--- config.mk ---
export PLATFORM = sky130hd
export DESIGN_NAME = pipe_mem_ctrl
export DESIGN_NICKNAME = d
export VERILOG_FILES = /design/src/rtl/pipe_mem_ctrl_pkg.sv /design/src/rtl/pipe_mem_ctrl_stall_gen.sv /design/src/rtl/pipe_mem_ctrl.sv
export SDC_FILE = /design/constraint.sdc
export NUM_CORES = 1
export LEC_CHECK = 0
export BUFFER_PORTS_ARGS = -buffer_cell sky130_fd_sc_hd__buf_2
export CAP_MARGIN = 20
export CELL_PAD_IN_SITES_DETAIL_PLACEMENT = 0
export CELL_PAD_IN_SITES_GLOBAL_PLACEMENT = 2
export CORE_MARGIN = 2
export CORE_UTILIZATION = 36
export DETAILED_ROUTE_END_ITERATION = 12
export HOLD_SLACK_MARGIN = 0.02
export PLACE_DENSITY_LB_ADDON = 0.1
export SYNTH_ARGS = -nofsm -noshare
export SYNTH_HDL_FRONTEND = slang
export SYNTH_SLANG_ARGS = --single-unit
--- constraint.sdc ---
create_clock -name clk -period 8.1 [get_ports clk]
set_input_delay 0.405 -clock clk [delete_from_list [all_inputs] [get_ports clk]]
set_output_delay 0.405 -clock clk [all_outputs]
set_load 0.02 [all_outputs]
--- src/rtl/pipe_mem_ctrl_pkg.sv ---
// Shared types and constants for the pipeline memory sequencer.
// Imported by the sequencer top and its stall encoder.
package pipe_mem_ctrl_pkg;

  typedef enum logic [1:0] {
    ST_IDLE = 2'd0,
    ST_RD   = 2'd1,
    ST_WR   = 2'd2,
    ST_DONE = 2'd3
  } state_t;

  typedef enum logic {
    OWNER_IF  = 1'b0,
    OWNER_MEM = 1'b1
  } owner_t;

  localparam logic [5:0] STALL_MEM  = 6'b011111;
  localparam logic [5:0] STALL_ID   = 6'b000111;
  localparam logic [5:0] STALL_IF   = 6'b000011;
  localparam logic [5:0] STALL_NONE = 6'b000000;

  localparam logic [1:0] WIDTH_BYTE = 2'd0;
  localparam logic [1:0] WIDTH_HALF = 2'd1;
  localparam logic [1:0] WIDTH_WORD = 2'd2;

  function automatic logic [2:0] byte_count(input logic [1:0] width);
    case (width)
      WIDTH_BYTE: byte_count = 3'd1;
      WIDTH_HALF: byte_count = 3'd2;
      WIDTH_WORD: byte_count = 3'd4;
      default:    byte_count = 3'd4;
    endcase
  endfunction

  function automatic logic [7:0] get_byte(input logic [31:0] word, input logic [1:0] idx);
    get_byte = word[{idx, 3'b000} +: 8];
  endfunction

  function automatic logic [31:0] put_byte(input logic [31:0] word, input logic [1:0] idx,
                                           input logic [7:0] value);
    put_byte = word;
    put_byte[{idx, 3'b000} +: 8] = value;
  endfunction

endpackage

--- src/rtl/pipe_mem_ctrl_stall_gen.sv ---
// Priority encoder turning pipeline hazards into the per-stage stall vector.
module pipe_mem_ctrl_stall_gen
  import pipe_mem_ctrl_pkg::*;
(
  input  logic       mem_busy,
  input  logic       stallreq_id,
  input  logic       if_busy,
  output logic [5:0] stall
);

  always_comb begin
    stall = STALL_NONE;
    if (mem_busy) begin
      stall = STALL_MEM;
    end else if (stallreq_id) begin
      stall = STALL_ID;
    end else if (if_busy) begin
      stall = STALL_IF;
    end
  end

endmodule

--- src/rtl/pipe_mem_ctrl.sv ---
// Shares one byte-wide synchronous RAM port between fetch and MEM using
// byte-serial bursts, and drives the pipeline stall vector.
module pipe_mem_ctrl
  import pipe_mem_ctrl_pkg::*;
#(
  parameter int RAM_ADDR_WIDTH = 17
) (
  input  logic                      clk,
  input  logic                      rst,
  input  logic                      if_req,
  input  logic [31:0]               if_addr,
  output logic                      if_done,
  output logic [31:0]               if_inst,
  input  logic                      mem_req,
  input  logic                      mem_we,
  input  logic [1:0]                mem_width,
  input  logic [31:0]               mem_addr,
  input  logic [31:0]               mem_wdata,
  output logic                      mem_done,
  output logic [31:0]               mem_rdata,
  input  logic                      stallreq_id,
  input  logic                      flush,
  output logic [5:0]                stall,
  output logic [RAM_ADDR_WIDTH-1:0] ram_addr,
  output logic [7:0]                ram_dout,
  input  logic [7:0]                ram_din,
  output logic                      ram_we
);

  state_t                    state;
  owner_t                    owner;
  logic [RAM_ADDR_WIDTH-1:0] base;
  logic [2:0]                count;
  logic [2:0]                c;
  logic [31:0]               wdata;
  logic [31:0]               rbuf;

  logic [2:0]                c_next;
  logic [1:0]                cap_idx;
  logic [RAM_ADDR_WIDTH-1:0] next_addr;
  logic [31:0]               rword;
  logic                      unused_addr_hi;

  assign c_next    = c + 3'd1;
  assign cap_idx   = c[1:0] - 2'd1;
  assign next_addr = base + RAM_ADDR_WIDTH'(c_next);
  assign rword     = put_byte(rbuf, cap_idx, ram_din);

  assign unused_addr_hi = ^{if_addr[31:RAM_ADDR_WIDTH], mem_addr[31:RAM_ADDR_WIDTH]};

  // RAM address/data are registered one cycle ahead so that the byte for
  // counter value c is on the port during the cycle the FSM holds c.
  always_ff @(posedge clk or negedge rst) begin
    if (!rst) begin
      state     <= ST_IDLE;
      owner     <= OWNER_IF;
      base      <= '0;
      count     <= 3'd0;
      c         <= 3'd0;
      wdata     <= 32'd0;
      rbuf      <= 32'd0;
      if_done   <= 1'b0;
      if_inst   <= 32'd0;
      mem_done  <= 1'b0;
      mem_rdata <= 32'd0;
      ram_addr  <= '0;
      ram_dout  <= 8'd0;
      ram_we    <= 1'b0;
    end else begin
      if_done  <= 1'b0;
      mem_done <= 1'b0;
      case (state)
        ST_IDLE: begin
          c      <= 3'd0;
          rbuf   <= 32'd0;
          ram_we <= 1'b0;
          if (mem_req) begin
            owner    <= OWNER_MEM;
            base     <= mem_addr[RAM_ADDR_WIDTH-1:0];
            count    <= byte_count(mem_width);
            wdata    <= mem_wdata;
            ram_addr <= mem_addr[RAM_ADDR_WIDTH-1:0];
            if (mem_we) begin
              state    <= ST_WR;
              ram_we   <= 1'b1;
              ram_dout <= mem_wdata[7:0];
            end else begin
              state <= ST_RD;
            end
          end else if (if_req && !flush) begin
            owner    <= OWNER_IF;
            base     <= if_addr[RAM_ADDR_WIDTH-1:0];
            count    <= 3'd4;
            wdata    <= 32'd0;
            ram_addr <= if_addr[RAM_ADDR_WIDTH-1:0];
            state    <= ST_RD;
          end
        end

        ST_RD: begin
          if (owner == OWNER_IF && flush) begin
            state <= ST_IDLE;
          end else begin
            if (c != 3'd0) begin
              rbuf <= rword;
            end
            if (c == count) begin
              state <= ST_DONE;
              if (owner == OWNER_IF) begin
                if_inst <= rword;
                if_done <= 1'b1;
              end else begin
                mem_rdata <= rword;
                mem_done  <= 1'b1;
              end
            end else begin
              c <= c_next;
              if (c_next < count) begin
                ram_addr <= next_addr;
              end
            end
          end
        end

        // One quiet cycle after the last write keeps store timing aligned with loads.
        ST_WR: begin
          if (c == count) begin
            state    <= ST_DONE;
            mem_done <= 1'b1;
          end else begin
            c <= c_next;
            if (c_next < count) begin
              ram_addr <= next_addr;
              ram_dout <= get_byte(wdata, c_next[1:0]);
              ram_we   <= 1'b1;
            end else begin
              ram_we <= 1'b0;
            end
          end
        end

        ST_DONE: begin
          state <= ST_IDLE;
        end

        default: begin
          state <= ST_IDLE;
        end
      endcase
    end
  end

  pipe_mem_ctrl_stall_gen u_stall_gen (
    .mem_busy    (mem_req && !mem_done),
    .stallreq_id (stallreq_id),
    .if_busy     (if_req && !if_done),
    .stall       (stall)
  );

endmodule

==> results.py, run 1 <==
metrics = {
    "synthesis": {
        "post_synthesis_sequential_element_count": 182,
        "yosys.cell_types.count": 52,
        "dominantRegCellSynth": "sky130_fd_sc_hd__dfrtp_1",
        "async_reset_ff_frac": 1.00,
        "postSynthCellCount": 856,
        "synth.avg_cell_area_um2": 10.0,
        "synth.yosys.seq_area_share": 0.530,
        "synthesis.area_um2": 8600,
        "synth-edff-count": 0,
        "yosys_warnings": 0,
        "synth_fp_nets": 987,
    },
    "critical_path": {
        "required_ns": 8.42,
        "crit_path_max_incr_delay_ns": 0.94,
        "critical_path_peak_fanout": 16,
        "crit_path_end": "ram_addr[12]",
        "reg2regPathDepth": 9,
        "rr_endpoint": "ram_addr[12]",
        "critical_path.cell_chain": "inv_1 -> ha_1 -> inv_1 -> fa_1 -> nand2b_1 -> a2111o_1 -> xor2_1 -> nor3_1 -> a211o_1",
        "worst_setup_path_end_kind": "register",
        "critPathSlowestCell": "sky130_fd_sc_hd__dfrtp_1",
        "regToRegStartpoint": "c[0]",
        "setup.reg_to_reg.worst_slack_ns": 3.96,
        "critPathKind": "reg -> reg",
        "critPathArrivalTime_ns": 4.46,
        "critPathMostFrequentCell": "sky130_fd_sc_hd__inv_1",
        "worst_setup_path_start_kind": "register",
        "crit_start": "c[0]",
    },
    "global_route": {
        "grt_pass1_wl_um": 35200,
        "grt_pass1_vias": 6381,
        "grt_max_degree": 119,
        "globalRoute.totalOverflow": 0,
        "antenna_found_initial": 1,
        "track_usage": 0.181,
    },
    "placed_design": {
        "place_inst": 1298,
        "place.port_buffers": 179,
        "post-place-ws_ns": 3.80,
        "dp_hpwl_um": 15000,
        "gpl.final_weighted_congestion": 0.732,
    },
    "power_and_ir_drop": {
        "swShare": 0.427,
        "static-leakage-power_uw": 0.00490,
        "clock_power_share": 0.192,
        "combinationalPowerShare": 0.458,
        "net_switching_power_uw": 1840,
        "cell_internal_pwr_uw": 2470,
        "powerDensity_nw_per_um2": 421,
        "vdd_drop_max_mv": 0.183,
        "power.total_uw": 4310,
        "seq_power_share": 0.349,
    },
    "sta": {
        "finalHoldViolations": 0,
        "setup_viol_count_final": 0,
        "max_clock_freq_mhz": 241,
        "layout_min_cycle_time_ns": 4.14,
        "rsz0062_at_grt": "no",
        "worst-slew-pin-transition_ns": 1.02,
        "timing.final.crit_share": 0.511,
        "finalMaxSlewViolations": 0,
        "skew_ns": 0.0170,
        "headroom_to_the_max_slew_limit": 0.321,
        "final.setup.tns_ns": 0,
        "postLayoutSetupSlackWorst_ns": 3.96,
    },
    "cts": {
        "clock_path_buffers": 2,
        "postCtsSetupBuffers": 0,
        "clk_transition_reported_paths_ns": 0.07,
        "cts_tree": "done",
        "h-tree-depth": 4,
        "cts.sink_count": 182,
        "clock_insertion_delay_worst_skew_ns": 0.43,
        "cts-buffers-inserted": 17,
        "cts.hold.buffers_added": 0,
        "cts-root-buf": "sky130_fd_sc_hd__clkbuf_16",
        "cts-resized-gates": 0,
    },
    "drt": {
        "remaining_drc_errors": 0,
        "drt-wirelength-per-cell_um": 16.5,
        "drtAntennaViolNets": 0,
        "aggregate_routed_wire_length_um": 21900,
        "post_drt_via_cell_ratio": 4.91,
        "firstDrtPassIters": 4,
        "num_vias": 6531,
        "first_iter_violations": 360,
    },
    "floorplanning": {
        "die_w_um": 159,
        "dieArea_um2": 25100,
        "fp.coreArea_um2": 23500,
        "floorplan.die.height_um": 159,
        "start_util": 0.366,
        "io_pins": 211,
        "rows": 56,
    },
    "run": {
        "max_cap_violations": 0,
    },
    "finish": {
        "final-instance-count-excl-fill": 1330,
        "area_growth_pct": 19.2,
        "total_of_fill_cells_in_the_finished_design": 2341,
        "nets": 1129,
        "layout.cells.most_common": "sky130_fd_sc_hd__dfrtp_1",
        "layout-drive-gt1-share": 0.254,
        "antennaDiodeCount": 0,
        "layout.cells.most_common_list": "182 x sky130_fd_sc_hd__dfrtp_1, 178 x sky130_fd_sc_hd__buf_2, 120 x sky130_fd_sc_hd__a21oi_1",
    },
    "worst_hold_path": {
        "min_path_type": "in -> async",
    },
    "run_status": {
        "outcome": "completed",
    },
}
flip-flops by register name (all words and copies together), names as in the netlist:
signal and count:
owner 1, base 17, rbuf 32, ram_addr 17, if_done 1, mem_done 1
c 3, if_inst 32, ram_we 1, state 2, mem_rdata 32, wdata 32
ram_dout 8, count 3
final cells by class:
type	count	area, um^2	area share
timing repair buffer	186	957	0.0935
sequential	182	4550	0.445
clock inverter	13	145	0.0142
clock buffer	19	443	0.0432
inverter	16	60.1	0.00586
multi-input combinational	595	3680	0.360
tap	319	399	0.0390
cell usage after synthesis, drive strengths merged, types with 5 or more instances:
cell type  count  share of area
dfrtp        182           0.53
a21oi        120          0.070
nand2        110          0.048
nor2          83          0.036
o21ai         41          0.024
buf           37          0.025
nand3         36          0.021
nor2b         34          0.025
a22o          33          0.034
clkbuf        26          0.011
mux2i         24          0.028
mux2          21          0.029
ha            17          0.025
inv           16         0.0070
xor2           9         0.0092
mux4           8          0.021
xnor2          8         0.0082
nor3           6         0.0047
and2           5         0.0036
layer usage:
metal | track usage | vias up | share of wire
li1 | - | 3239 | -
met1 | 0.254 | 3136 | 0.48
met2 | 0.289 | 140 | 0.47
met3 | 0.0416 | 14 | 0.043
met4 | 0.0399 | 2 | 0.0076
met5 | 0 | - | 0.00050
through the flow:
stage / utilization / cell area [um^2] / hold WS, ns
floorplan: - / 8600 / 0.109
global placement: 0.411 / 9650 / 0.445
detailed placement: 0.411 / 9650 / 0.454
CTS: 0.436 / 10200 / 0.156
global route: 0.436 / 10200 / 0.165
finish: 0.436 / 10200 / 0.0569
power by group through the flow:
| stage | registers [uW] | logic [uW] | clock network (uW) |
|---|---|---|---|
| 3_5_place_dp | 1530 | 2010 | 0 |
| 2_1_floorplan | 1730 | 1220 | 0 |
| 5_1_grt | 1560 | 2210 | 895 |
| 6_report | 1510 | 1980 | 829 |
| 4_1_cts | 1520 | 2020 | 855 |
| 3_3_place_gp | 1530 | 1990 | 0 |
critical path, delay by kind of cell (launching register included):
| family | cells | cell delay (ns) |
|---|---|---|
| xor+xnor | 1 | 0.15 |
| simple gates | 2 | 0.24 |
| compound gates | 2 | 0.72 |
| flops | 1 | 0.94 |
| buf+inv | 2 | 0.56 |
| fa+ha+maj | 2 | 1.42 |
cells by family after synthesis:
kind of cell,after synthesis,share of synthesized area
multiplexers,53,0.0782
AO/OA/AOI/OAI,212,0.147
other,1,0.000436
AND/OR/NAND/NOR,294,0.157
flip-flops,182,0.530
XOR/XNOR,17,0.0173
adder cells (fa/ha/maj),18,0.0271
buffers and inverters,79,0.0431
how the worst min path moves through the flow:
stage | start | endpoint | slack, ns | depth (start not counted)
2_1_floorplan | rst | base[0] | 0.11 | 0
3_3_place_gp | wdata[28] | wdata[28] | 0.45 | 2
3_5_place_dp | wdata[23] | wdata[23] | 0.45 | 2
4_1_cts | rst | if_inst[17] | 0.16 | 1
5_1_grt | rst | if_inst[17] | 0.17 | 1
6_report | rst | if_inst[17] | 0.06 | 1
No activity file was read; power rests on OpenSTA's default activity.
==> inputs of run 2 (changes only) <==
--- a/config.mk
+++ b/config.mk
@@ -10,7 +10,7 @@
 export CELL_PAD_IN_SITES_DETAIL_PLACEMENT = 0
 export CELL_PAD_IN_SITES_GLOBAL_PLACEMENT = 2
 export CORE_MARGIN = 2
-export CORE_UTILIZATION = 36
+export CORE_UTILIZATION = 30
 export DETAILED_ROUTE_END_ITERATION = 12
 export HOLD_SLACK_MARGIN = 0.02
 export PLACE_DENSITY_LB_ADDON = 0.1
==> constraint.sdc (replaced) <==
create_clock -name clk -period 3.6 [get_ports clk]
set_input_delay 0.18 -clock clk [delete_from_list [all_inputs] [get_ports clk]]
set_output_delay 0.18 -clock clk [all_outputs]
set_load 0.02 [all_outputs]
==> run 2 against run 1 <==
  * Design area grew 5.0%
  * Global-route usage fell by 1.9 points
  * Critical path type unchanged
  * Non-clock buffer count grew 45
  * Final cell count rose by 7.8%
  * Wire length rose by 7.1%
  * First-iteration DRC count down 7.8%
  * Die area increased by 19%
==> results.py, run 2 (synthesized netlist as in run 1, its figures left out) <==
metrics = {
    "sta": {
        "timing.final.crit_share": 0.861,
        "worst-slew-pin-transition_ns": 0.923,
        "layout_min_cycle_time_ns": 3.10,
        "finalMaxSlewViolations": 0,
        "final.setup.tns_ns": 0,
        "headroom_to_the_max_slew_limit": 0.385,
        "setup_viol_count_final": 0,
        "skew_ns": 0.0164,
        "rsz0062_at_grt": "no",
        "max_clock_freq_mhz": 322,
        "finalHoldViolations": 0,
    },
    "critical_path": {
        "critPathArrivalTime_ns": 3.42,
        "critical_path.cell_chain": "inv_1 -> ha_1 -> buf_4 -> ha_1 -> nand3b_1 -> a21oi_1 -> or3b_1 -> buf_4 -> nand2_1 -> o21ai_2",
        "critPathKind": "reg -> reg",
        "required_ns": 3.92,
        "critical_path_peak_fanout": 18,
        "crit_path_max_incr_delay_ns": 0.70,
        "critPathSlowestCell": "sky130_fd_sc_hd__or3b_1",
        "worst_setup_path_start_kind": "register",
        "worst_setup_path_end_kind": "register",
    },
    "cts": {
        "postCtsSetupBuffers": 0,
        "clk_transition_reported_paths_ns": 0.07,
        "cts_tree": "done",
        "cts-buffers-inserted": 17,
        "cts-resized-gates": 0,
        "cts.hold.buffers_added": 35,
        "cts-root-buf": "sky130_fd_sc_hd__clkbuf_16",
        "clock_insertion_delay_worst_skew_ns": 0.44,
        "cts.sink_count": 182,
        "h-tree-depth": 4,
        "clock_path_buffers": 2,
    },
    "floorplanning": {
        "rows": 61,
        "dieArea_um2": 30000,
        "io_pins": 211,
        "die_w_um": 173,
        "start_util": 0.307,
        "floorplan.die.height_um": 173,
        "fp.coreArea_um2": 28000,
    },
    "power_and_ir_drop": {
        "vdd_drop_max_mv": 0.472,
        "static-leakage-power_uw": 0.00511,
        "powerDensity_nw_per_um2": 917,
    },
    "finish": {
        "layout.cells.most_common_list": "182 x sky130_fd_sc_hd__dfrtp_1, 178 x sky130_fd_sc_hd__buf_2, 120 x sky130_fd_sc_hd__a21oi_1",
        "layout.cells.most_common": "sky130_fd_sc_hd__dfrtp_1",
        "final-instance-count-excl-fill": 1434,
        "antennaDiodeCount": 0,
        "postLayoutCoreUtil": 0.384,
        "layout-drive-gt1-share": 0.254,
        "nets": 1174,
        "area_growth_pct": 25.1,
    },
    "worst_hold_path": {
        "min_path_type": "in -> reg",
    },
    "drt": {
        "num_vias": 6760,
        "aggregate_routed_wire_length_um": 23500,
        "remaining_drc_errors": 0,
        "drt-wirelength-per-cell_um": 16.4,
        "first_iter_violations": 332,
        "drtAntennaViolNets": 0,
        "post_drt_via_cell_ratio": 4.71,
        "firstDrtPassIters": 4,
    },
    "placed_design": {
        "place.port_buffers": 179,
        "dp_hpwl_um": 16200,
        "gpl.final_weighted_congestion": 0.709,
        "place_inst": 1367,
    },
    "global_route": {
        "grt_pass1_vias": 6890,
        "antenna_found_initial": 0,
        "track_usage": 0.162,
        "grt_max_degree": 103,
        "grt_pass1_wl_um": 38800,
        "globalRoute.totalOverflow": 0,
    },
    "run_status": {
        "outcome": "completed",
    },
    "run": {
        "max_cap_violations": 0,
    },
}
## run 2: layout make-up
| cell class | instances | area [um^2] |
|---|---|---|
| fillers | 2913 | 17300 |
| flip-flops and latches | 182 | 4550 |
| multi-input cells | 595 | 3680 |
| repair buffers | 231 | 1410 |
| well taps | 378 | 473 |
| clock buffers | 18 | 439 |
| clock inverters | 14 | 139 |
| inverters | 16 | 60.1 |
## run 2: where the power goes
group          switching (uW)  leakage, uW  internal (uW)
logic                    2820      0.00256           1810
registers                 517      0.00226           2860
clock network             924     0.000279            938
total                    4260      0.00511           5610
## run 2: through the flow
stage | power, uW | area, um^2 | hold slack, ns | setup WS (ns)
final | 9870 | 10800 | 0.0313 | 0.499
after global routing | 10700 | 10800 | 0.0310 | 0.240
after CTS | 10100 | 10800 | 0.0264 | 0.426
after detailed placement | 8110 | 9830 | 0.290 | 0.434
after global placement | 8070 | 9830 | 0.290 | 0.521
after floorplan | 6640 | 8600 | -0.116 | 0.841
## run 2: critical path: cells and delay by family (launching register included)
family,cells,cell delay (ns)
flops,1,0.50
fa+ha+maj,2,0.70
compound gates,2,0.11
simple gates,3,0.90
buf+inv,3,0.76
## run 2: path summary, 6_finish.rpt
check / startpoint / to / slack (ns) / depth (start not counted)
max: c[0] / ram_addr[13] / 0.50 / 10
min: mem_wdata[28] / wdata[28] / 0.03 / 3
max reg2reg: c[0] / ram_addr[13] / 0.50 / 10
min reg2reg: wdata[22] / wdata[22] / 0.47 / 2
max in group asynchronous: rst / ram_addr[1] / 2.19 / 3
min in group asynchronous: rst / mem_rdata[12] / 0.36 / 2
## run 2: metal layers
layer	up-vias	GRT usage	part of all wire
met5	-	0	0
met4	0	0.0399	0.012
met3	16	0.0279	0.034
met2	143	0.260	0.46
met1	3262	0.228	0.49
li1	3339	-	-
==> inputs of run 3 (changes only) <==
--- a/config.mk
+++ b/config.mk
@@ -8,12 +8,13 @@
 export BUFFER_PORTS_ARGS = -buffer_cell sky130_fd_sc_hd__buf_2
 export CAP_MARGIN = 20
 export CELL_PAD_IN_SITES_DETAIL_PLACEMENT = 0
-export CELL_PAD_IN_SITES_GLOBAL_PLACEMENT = 2
+export CELL_PAD_IN_SITES_GLOBAL_PLACEMENT = 1
 export CORE_MARGIN = 2
-export CORE_UTILIZATION = 30
+export CORE_UTILIZATION = 44
 export DETAILED_ROUTE_END_ITERATION = 12
 export HOLD_SLACK_MARGIN = 0.02
 export PLACE_DENSITY_LB_ADDON = 0.1
+export RECOVER_POWER = 50
 export SYNTH_ARGS = -nofsm -noshare
 export SYNTH_HDL_FRONTEND = slang
 export SYNTH_SLANG_ARGS = --single-unit
==> constraint.sdc (replaced) <==
create_clock -name clk -period 4.05 [get_ports clk]
set_input_delay 0.2025 -clock clk [delete_from_list [all_inputs] [get_ports clk]]
set_output_delay 0.2025 -clock clk [all_outputs]
set_load 0.02 [all_outputs]
==> run 3 against run 2 <==
  * Global-route usage grew 4.7 points
  * Fmax shrank 1.2%
  * Wire length shrank 12%
  * Total power shrank 14%
  * Non-clock buffer count shrank 7
  * Sequential cell count is the same
  * The run now ends with capacitance limit, slew limit left
==> results.py, run 3 (synthesized netlist as in run 1, its figures left out) <==
metrics = {
    "sta": {
        "setup_viol_count_final": 0,
        "finalHoldViolations": 0,
        "worst-slew-pin-transition_ns": 2.40,
        "finalMaxSlewViolations": 94,
        "final.setup.tns_ns": 0,
        "timing.final.crit_share": 0.775,
        "postLayoutSetupSlackWorst_ns": 0.911,
        "max_clock_freq_mhz": 319,
        "headroom_to_the_max_slew_limit": -0.597,
        "worst_hold_slack_ns": 0.0306,
        "skew_ns": 0.0163,
        "layout_min_cycle_time_ns": 3.14,
        "rsz0062_at_grt": "no",
    },
    "drt": {
        "firstDrtPassIters": 4,
        "remaining_drc_errors": 0,
        "first_iter_violations": 392,
        "drt-wirelength-per-cell_um": 15.7,
        "post_drt_via_cell_ratio": 5.06,
        "num_vias": 6649,
        "aggregate_routed_wire_length_um": 20700,
        "drtAntennaViolNets": 0,
    },
    "critical_path": {
        "worst_setup_path_start_kind": "register",
        "rr_endpoint": "ram_addr[1]",
        "critical_path.cell_chain": "ha_1 -> buf_4 -> xor2_1 -> ha_1 -> a21oi_1 -> a21oi_1 -> or3b_1 -> buf_4 -> mux2_4",
        "critPathSlowestCell": "sky130_fd_sc_hd__or3b_1",
        "cp.buffers_inverters": 2,
        "critPathKind": "reg -> reg",
        "crit_path_max_incr_delay_ns": 0.68,
        "required_ns": 4.35,
        "timing.critical_path.max_delay_family": "simple AND/OR/NAND/NOR gates",
        "worst_setup_path_end_kind": "register",
        "path_depth": 9,
        "regToRegStartpoint": "c[0]",
        "critPathArrivalTime_ns": 3.44,
        "setup.reg_to_reg.worst_slack_ns": 0.91,
        "critical_path_peak_fanout": 19,
        "reg2regPathDepth": 9,
    },
    "run_status": {
        "outcome": "complete, but fails checks",
        "failed_checks": "capacitance limit, slew limit",
    },
    "power_and_ir_drop": {
        "static-leakage-power_uw": 0.00480,
        "powerDensity_nw_per_um2": 816,
        "vdd_drop_max_mv": 0.399,
    },
    "cts": {
        "h-tree-depth": 4,
        "cts-root-buf": "sky130_fd_sc_hd__clkbuf_16",
        "postCtsSetupBuffers": 0,
        "cts_tree": "done",
        "clk_transition_reported_paths_ns": 0.07,
        "cts-buffers-inserted": 17,
        "cts.sink_count": 182,
        "clock_insertion_delay_worst_skew_ns": 0.43,
        "clock_path_buffers": 2,
        "cts-resized-gates": 0,
        "cts.hold.buffers_added": 33,
    },
    "finish": {
        "final_cell_area_um2": 10400,
        "antennaDiodeCount": 0,
        "layout-drive-gt1-share": 0.161,
        "area_growth_pct": 21.2,
        "nets": 1167,
        "total_of_fill_cells_in_the_finished_design": 1856,
        "layout.cells.most_common_list": "182 x sky130_fd_sc_hd__dfrtp_1, 120 x sky130_fd_sc_hd__a21oi_1, 110 x sky130_fd_sc_hd__nand2_1",
        "multi_input_comb_area_um2": 3680,
        "layout.cells.most_common": "sky130_fd_sc_hd__dfrtp_1",
        "layout.area.seq_um2": 4550,
    },
    "global_route": {
        "grt_max_degree": 95,
        "globalRoute.totalOverflow": 0,
        "grt_pass1_vias": 6268,
        "track_usage": 0.209,
        "grt_pass1_wl_um": 33500,
        "antenna_found_initial": 1,
    },
    "placed_design": {
        "gpl.final_weighted_congestion": 0.751,
        "place.port_buffers": 179,
        "dp_hpwl_um": 14000,
        "detailed_place.area_um2": 9650,
        "post-place-ws_ns": 0.915,
    },
    "worst_hold_path": {
        "timing.hold.worst_endpoint": "wdata[2]",
        "worst_hold_startpoint": "mem_wdata[2]",
        "min_path_type": "in -> reg",
        "holdPathStages": 3,
    },
    "run": {
        "max_cap_violations": 1,
    },
    "floorplanning": {
        "floorplan.die.height_um": 144,
        "rows": 51,
        "dieArea_um2": 20700,
        "io_pins": 211,
        "die_w_um": 144,
        "start_util": 0.445,
        "fp.coreArea_um2": 19300,
    },
}
run 3: metal layers:
layer / up-vias / GRT usage / wire length [um]
met1: 3189 / 0.291 / 9670
li1: 3312 / - / -
met5: - / 0 / 0
met2: 133 / 0.333 / 10000
met3: 15 / 0.0407 / 720
met4: 0 / 0.0614 / 250
run 3: cell type report:
class                      count  share of cell area
sequential                   182               0.437
multi-input combinational    595               0.354
timing repair buffer         224               0.117
clock buffer                  19              0.0425
tap                          265              0.0318
clock inverter                13              0.0119
inverter                      16             0.00576
run 3: through the flow:
stage           util  std cells  power (uW)
2_1_floorplan      -        856        5900
3_3_place_gp   0.499       1249        6990
3_5_place_dp   0.499       1249        7050
4_1_cts        0.545       1314        8720
5_1_grt        0.539       1314        9200
6_report       0.539       1314        8500
run 3: worst reg2reg max path, cell delays in order, from the launching register on:
cell and delay (ns):
sky130_fd_sc_hd__dfrtp_1 0.48, sky130_fd_sc_hd__ha_1 0.19, sky130_fd_sc_hd__buf_4 0.20, sky130_fd_sc_hd__xor2_1 0.28, sky130_fd_sc_hd__ha_1 0.30, sky130_fd_sc_hd__a21oi_1 0.18
sky130_fd_sc_hd__a21oi_1 0.08, sky130_fd_sc_hd__or3b_1 0.68, sky130_fd_sc_hd__buf_4 0.33, sky130_fd_sc_hd__mux2_4 0.30
run 3: worst max path at each step:
stage | startpoint | endpoint | slack [ns]
floorplan | c[0] | ram_addr[13] | 1.29
global placement | c[0] | ram_addr[1] | 0.94
detailed placement | c[0] | ram_addr[1] | 0.92
CTS | c[0] | ram_addr[1] | 0.90
global route | rst | if_inst[22] | 0.40
finish | c[0] | ram_addr[1] | 0.91
run 3: power by group:
| part | internal, uW | switching (uW) |
|---|---|---|
| Clock | 875 | 733 |
| Combinational | 1450 | 2440 |
| Sequential | 2540 | 460 |
| Total | 4870 | 3630 |
